===== src/rtl/cpu_pkg.sv =====
// cpu_pkg: constants and types shared by the 8-bit CPU front end.
// Holds opcodes, ALU codes, instruction field positions and default widths.
package cpu_pkg;

    // Default datapath geometry
    localparam int DEF_DATA_W  = 8;
    localparam int DEF_REG_AW  = 3;
    localparam int DEF_INSTR_W = 32;

    // Instruction field positions
    localparam int OPC_W    = 8;
    localparam int OPC_LSB  = 24;
    localparam int DEST_LSB = 16;
    localparam int SRC1_LSB = 8;
    localparam int SRC2_LSB = 0;
    localparam int IMM_LSB  = 0;

    // Opcodes
    localparam logic [OPC_W-1:0] OP_LOADI = 8'h00;
    localparam logic [OPC_W-1:0] OP_MOV   = 8'h01;
    localparam logic [OPC_W-1:0] OP_ADD   = 8'h02;
    localparam logic [OPC_W-1:0] OP_SUB   = 8'h03;
    localparam logic [OPC_W-1:0] OP_AND   = 8'h04;
    localparam logic [OPC_W-1:0] OP_OR    = 8'h05;

    // ALU operation codes
    localparam logic [2:0] ALU_FWD = 3'b000;
    localparam logic [2:0] ALU_ADD = 3'b001;
    localparam logic [2:0] ALU_AND = 3'b010;
    localparam logic [2:0] ALU_OR  = 3'b011;

    // Per-opcode control bundle
    typedef struct packed {
        logic [2:0] alu_op;
        logic       use_imm;
        logic       negate;
        logic       writes;
        logic       uses_src1;
        logic       uses_src2;
        logic       illegal;
    } dec_t;

endpackage


===== src/rtl/opcode_decoder.sv =====
// opcode_decoder: pure combinational opcode -> control bundle lookup.
// Ports: opcode (in, OPC_W), dec (out, dec_t control bundle).
module opcode_decoder
    import cpu_pkg::*;
(
    input  logic [OPC_W-1:0] opcode,
    output dec_t             dec
);

    always_comb begin
        dec = '0;
        unique case (opcode)
            OP_LOADI: begin
                dec.alu_op  = ALU_FWD;
                dec.use_imm = 1'b1;
                dec.writes  = 1'b1;
            end
            OP_MOV: begin
                dec.alu_op    = ALU_FWD;
                dec.writes    = 1'b1;
                dec.uses_src2 = 1'b1;
            end
            OP_ADD: begin
                dec.alu_op    = ALU_ADD;
                dec.writes    = 1'b1;
                dec.uses_src1 = 1'b1;
                dec.uses_src2 = 1'b1;
            end
            OP_SUB: begin
                dec.alu_op    = ALU_ADD;
                dec.negate    = 1'b1;
                dec.writes    = 1'b1;
                dec.uses_src1 = 1'b1;
                dec.uses_src2 = 1'b1;
            end
            OP_AND: begin
                dec.alu_op    = ALU_AND;
                dec.writes    = 1'b1;
                dec.uses_src1 = 1'b1;
                dec.uses_src2 = 1'b1;
            end
            OP_OR: begin
                dec.alu_op    = ALU_OR;
                dec.writes    = 1'b1;
                dec.uses_src1 = 1'b1;
                dec.uses_src2 = 1'b1;
            end
            // Unknown opcodes travel as a NOP that flags itself
            default: begin
                dec.illegal = 1'b1;
            end
        endcase
    end

endmodule


===== src/rtl/instr_decode.sv =====
// instr_decode: decode (D) and writeback (W) control stage in front of the
// register file; stalls intake on read-after-write hazards against D.
// Ports: clk, reset_n (async, active-low); instr_valid/instr/instr_ready
// intake handshake; rd_addr_a/b, alu_op, use_imm, negate, imm drive the
// ALU from D; alu_result is captured into W; wr_en/wr_addr/wr_data drive
// the register-file write port; illegal_op flags an unknown opcode in D.
module instr_decode
    import cpu_pkg::*;
#(
    parameter int DATA_W  = DEF_DATA_W,
    parameter int REG_AW  = DEF_REG_AW,
    parameter int INSTR_W = DEF_INSTR_W
) (
    input  logic               clk,
    input  logic               reset_n,
    input  logic               instr_valid,
    input  logic [INSTR_W-1:0] instr,
    output logic               instr_ready,
    output logic [REG_AW-1:0]  rd_addr_a,
    output logic [REG_AW-1:0]  rd_addr_b,
    output logic [2:0]         alu_op,
    output logic               use_imm,
    output logic               negate,
    output logic [DATA_W-1:0]  imm,
    input  logic [DATA_W-1:0]  alu_result,
    output logic               wr_en,
    output logic [REG_AW-1:0]  wr_addr,
    output logic [DATA_W-1:0]  wr_data,
    output logic               illegal_op
);

    typedef struct packed {
        logic              valid;
        logic [OPC_W-1:0]  opcode;
        logic [REG_AW-1:0] dest;
        logic [REG_AW-1:0] src1;
        logic [REG_AW-1:0] src2;
        logic [DATA_W-1:0] imm;
    } d_reg_t;

    typedef struct packed {
        logic              wr_en;
        logic [REG_AW-1:0] addr;
        logic [DATA_W-1:0] data;
    } w_reg_t;

    d_reg_t d_q, d_d;
    w_reg_t w_q, w_d;

    dec_t in_dec;
    dec_t d_dec;

    logic [OPC_W-1:0]  in_opc;
    logic [REG_AW-1:0] in_dest;
    logic [REG_AW-1:0] in_src1;
    logic [REG_AW-1:0] in_src2;
    logic [DATA_W-1:0] in_imm;

    logic src1_hit;
    logic src2_hit;
    logic hazard;
    logic xfer;
    logic unused_bits;

    assign in_opc  = instr[OPC_LSB  +: OPC_W];
    assign in_dest = instr[DEST_LSB +: REG_AW];
    assign in_src1 = instr[SRC1_LSB +: REG_AW];
    assign in_src2 = instr[SRC2_LSB +: REG_AW];
    assign in_imm  = instr[IMM_LSB  +: DATA_W];

    // Incoming op decoded for the hazard check, D op for the outputs
    opcode_decoder u_dec_in (
        .opcode (in_opc),
        .dec    (in_dec)
    );

    opcode_decoder u_dec_d (
        .opcode (d_q.opcode),
        .dec    (d_dec)
    );

    // Only D can hold an uncommitted result the incoming op could read:
    // W commits on the same edge that the incoming op enters D.
    assign src1_hit = in_dec.uses_src1 && (in_src1 == d_q.dest);
    assign src2_hit = in_dec.uses_src2 && (in_src2 == d_q.dest);
    assign hazard   = d_q.valid && d_dec.writes && (src1_hit || src2_hit);

    // Ready is forced low while reset is asserted
    assign instr_ready = reset_n && !hazard;
    assign xfer        = instr_valid && instr_ready;

    always_comb begin
        d_d = '0;
        if (xfer) begin
            d_d.valid  = 1'b1;
            d_d.opcode = in_opc;
            d_d.dest   = in_dest;
            d_d.src1   = in_src1;
            d_d.src2   = in_src2;
            d_d.imm    = in_imm;
        end
    end

    always_comb begin
        w_d = '0;
        if (d_q.valid && d_dec.writes) begin
            w_d.wr_en = 1'b1;
            w_d.addr  = d_q.dest;
            w_d.data  = alu_result;
        end
    end

    always_ff @(posedge clk or negedge reset_n) begin
        if (!reset_n) begin
            d_q <= '0;
            w_q <= '0;
        end else begin
            d_q <= d_d;
            w_q <= w_d;
        end
    end

    // A bubble in D decodes as opcode 0, so every D output is gated
    always_comb begin
        rd_addr_a  = '0;
        rd_addr_b  = '0;
        alu_op     = ALU_FWD;
        use_imm    = 1'b0;
        negate     = 1'b0;
        imm        = '0;
        illegal_op = 1'b0;
        if (d_q.valid) begin
            rd_addr_a  = d_q.src1;
            rd_addr_b  = d_q.src2;
            alu_op     = d_dec.alu_op;
            use_imm    = d_dec.use_imm;
            negate     = d_dec.negate;
            imm        = d_q.imm;
            illegal_op = d_dec.illegal;
        end
    end

    assign wr_en   = w_q.wr_en;
    assign wr_addr = w_q.addr;
    assign wr_data = w_q.data;

    // Encoding gaps and decode fields not needed on each side
    assign unused_bits = ^{instr[OPC_LSB-1:DEST_LSB+REG_AW],
                           instr[DEST_LSB-1:SRC1_LSB+REG_AW],
                           in_dec.alu_op, in_dec.use_imm,
                           in_dec.negate, in_dec.writes,
                           in_dec.illegal, d_dec.uses_src1,
                           d_dec.uses_src2};

endmodule


===== config.mk =====
export PLATFORM = sky130hd
export DESIGN_NAME = instr_decode
export DESIGN_NICKNAME = d
export VERILOG_FILES = /design/src/rtl/cpu_pkg.sv /design/src/rtl/opcode_decoder.sv /design/src/rtl/instr_decode.sv
export SDC_FILE = /design/constraint.sdc
export NUM_CORES = 1
export LEC_CHECK = 0
export ABC_AREA = 1
export CELL_PAD_IN_SITES_DETAIL_PLACEMENT = 1
export CELL_PAD_IN_SITES_GLOBAL_PLACEMENT = 1
export CORE_MARGIN = 4
export CORE_UTILIZATION = 26
export DETAILED_ROUTE_END_ITERATION = 10
export PLACE_DENSITY_LB_ADDON = 0.1
export SLEW_MARGIN = 10
export SYNTH_ARGS = -nofsm -noshare
export SYNTH_HDL_FRONTEND = slang
export SYNTH_HIERARCHICAL = 1
export SYNTH_SLANG_ARGS = --single-unit

===== constraint.sdc =====
create_clock -name clk -period 2.25 [get_ports clk]
set_input_delay 0.45 -clock clk [delete_from_list [all_inputs] [get_ports clk]]
set_output_delay 0.45 -clock clk [all_outputs]
set_load 0.01 [all_outputs]

==> metrics.csv <==
stage,metric,value,unit
finish,share of layout cells above drive strength 1,0.207,
power_and_ir_drop,VDD IR max,300,uV
placement,Cells after DPL,364,
routing,DR iter-0 viols,13,
placement,Port Buffer Count,64,
placement,"Cell Area, Placed",0.00251,sq mm
floorplanning,Core ar.,0.00642,sq mm
global_routing,first-pass GRT wire length,6760,um
floorplanning,FP Rows,29,
finish,"commonest non-fill, non-tap cell in the layout",inv_1,
global_routing,GRT overflow,0,
placement,pre-CTS setup slack,-0.487,ns
power_and_ir_drop,P_int,1040,uW
logic_synthesis,Mapped Avg Cell Area,7.96,sq um
sta,crit path time final,2.15,ns
power_and_ir_drop,Psw,329,uW
logic_synthesis,Syn. warnings,6,
setup_path,crit path kind,in -> out,
floorplanning,Die Y,89.9,um
setup_path,Setup crit end kind,output pin,
finish,n_diodes,0,
setup_path,Crit path top cell by count,nand2_1,
clocking,H-tree depth,2,
setup_path,"slowest stage delay, CP",0.49,ns
power_and_ir_drop,Pwr Density,525,mW/mm^2
routing,wire length per cell,10.7,um
clocking,clk slew on worst S/H paths,0.07,ns
floorplanning,width of the die,89.9,um
power_and_ir_drop,Sw Ratio,0.240,
routing,drt via density,3.88,
setup_path,slowest cell on the critical path,clkdlybuf4s50_1,
logic_synthesis,synthesized net count,262,
global_routing,vias in the first global route,1472,
finish,most frequent cells in the layout,"inv_1, clkdlybuf4s50_1, nand2_1",
finish,P&R area growth vs syn,50.0,%
clocking,clock sink count,35,
setup_path,critical path peak fanout,2,
clocking,clock buffer depth,2,
power_and_ir_drop,Seq pwr share,0.484,
sta,skew final,0.00521,ns
sta,Tcrit/Tclk final,0.955,
hold_path,worst hold-check path type,in -> async,
setup_path,Worst Path Required,1.80,ns
sta,worst setup margin,0.102,ns
setup_path,worst reg-to-reg setup slack,0.78,ns
finish,Final Cell Area,0.00262,sq mm
logic_synthesis,Netlist Area Pre-Place,0.00174,sq mm
floorplanning,Initial Utilization,0.271,
global_routing,Total GRT Usage,0.103,
clocking,CTS Buf Count,5,
clocking,CTS tree,yes,
finish,final non-filler cell total,372,
sta,setup tns final,0,ns
placement,DPL Wire Length,3100,um
setup_path,Worst setup SP type,input port,
placement,final RePlAce weighted congestion,0.732,
routing,First-pass DRT Iterations,2,
global_routing,initial antenna violation count,0,
clocking,postcts setup bufs,0,
logic_synthesis,Mapped Cells,219,
sta,Final setup violation count,0,
clocking,# hold bufs at CTS,0,
routing,WL final,3960,um
sta,max-slew violation total from the final report,0,
power_and_ir_drop,Leak,0.00152,uW
clocking,Worst-Skew Late Latency,0.28,ns
job,# Max-Cap Violations,0,
setup_path,Arrival @ worst endpoint,1.70,ns
routing,total number of vias,1442,
floorplanning,# IOs,76,
power_and_ir_drop,Comb pwr share,0.159,
routing,remaining antenna violation count after routing,0,
routing,# DRC,0,
finish,fillers,775,
global_routing,largest net degree at the start of global routing,37,
setup_path,"Critical Path, Cell by Cell",clkdlybuf4s50_1 -> nand2_1 -> nor2_1 -> nand2_1 -> nand3_2 -> nand2_1 -> nor2_1 -> nand2_1 -> nand2_1 -> a21boi_1 -> buf_2,
finish,final net count,337,
sta,FMAX,465,MHz
sta,Final Hold Vio Count,0,
floorplanning,die area,0.00808,sq mm
power_and_ir_drop,clock power share,0.357,
clocking,Clock Tree Root,clkbuf_8,
run_status,status,"finished, final reports clean",
-- state kept, by name, indices dropped and copies added, names as in the netlist --
name,flops
wr_en,1
wr_addr,3
wr_data,8
d_q,23
-- critical path, delay by kind of cell --
family | cells | cell delay [ns]
buffers and inverters | 2 | 0.64
AND/OR/NAND/NOR | 8 | 0.54
AO/OA/AOI/OAI | 1 | 0.07
-- per-layer routing --
metal,vias up,track usage,routed length (um)
met2,38,0.174,1950
li1,746,-,-
met4,0,0.0306,46
met5,-,0,0
met1,654,0.119,1650
met3,4,0.0451,321
-- area by class of cell --
| class | count | area [sq um] | share of cell area |
|---|---|---|---|
| Sequential cell | 35 | 876 | 0.335 |
| Timing Repair Buffer | 77 | 737 | 0.282 |
| Multi-Input combinational cell | 113 | 563 | 0.215 |
| Inverter | 62 | 243 | 0.0928 |
| Clock buffer | 8 | 100 | 0.0383 |
| Tap cell | 77 | 96.3 | 0.0368 |
-- what timing repair did --
item,in CTS,in global routing
gates cloned,0,0
pin swaps,2,3
gates resized for setup,14,4
setup endpoints to repair,1,5
-- worst paths after layout --
| path | end | depth (start not counted) | start |
|---|---|---|---|
| max in group asynchronous | d_q[22] | 2 | reset_n |
| max | instr_ready | 11 | instr[24] |
| min | wr_en | 2 | reset_n |
| min reg2reg | wr_addr[0] | 2 | d_q[14] |
| max reg2reg | d_q[23] | 11 | d_q[24] |
| min in group clk | d_q[20] | 3 | instr[27] |
-- power groups by stage --
| stage | clock, uW | combinational [uW] | sequential (uW) |
|---|---|---|---|
| 2_1_floorplan | 0 | 97.1 | 675 |
| 3_3_place_gp | 0 | 228 | 674 |
| 3_5_place_dp | 0 | 228 | 675 |
| 4_1_cts | 518 | 224 | 663 |
| 5_1_grt | 547 | 244 | 666 |
| 6_report | 490 | 219 | 663 |
-- stage by stage --
step / utilization / hold slack [ns] / total power, uW
after floorplan: - / 0.154 / 772
after global placement: 0.391 / 0.548 / 902
after detailed placement: 0.391 / 0.551 / 903
after CTS: 0.405 / 0.276 / 1400
after global routing: 0.407 / 0.295 / 1460
final: 0.407 / 0.262 / 1370
(Power assumes the default switching activity.)
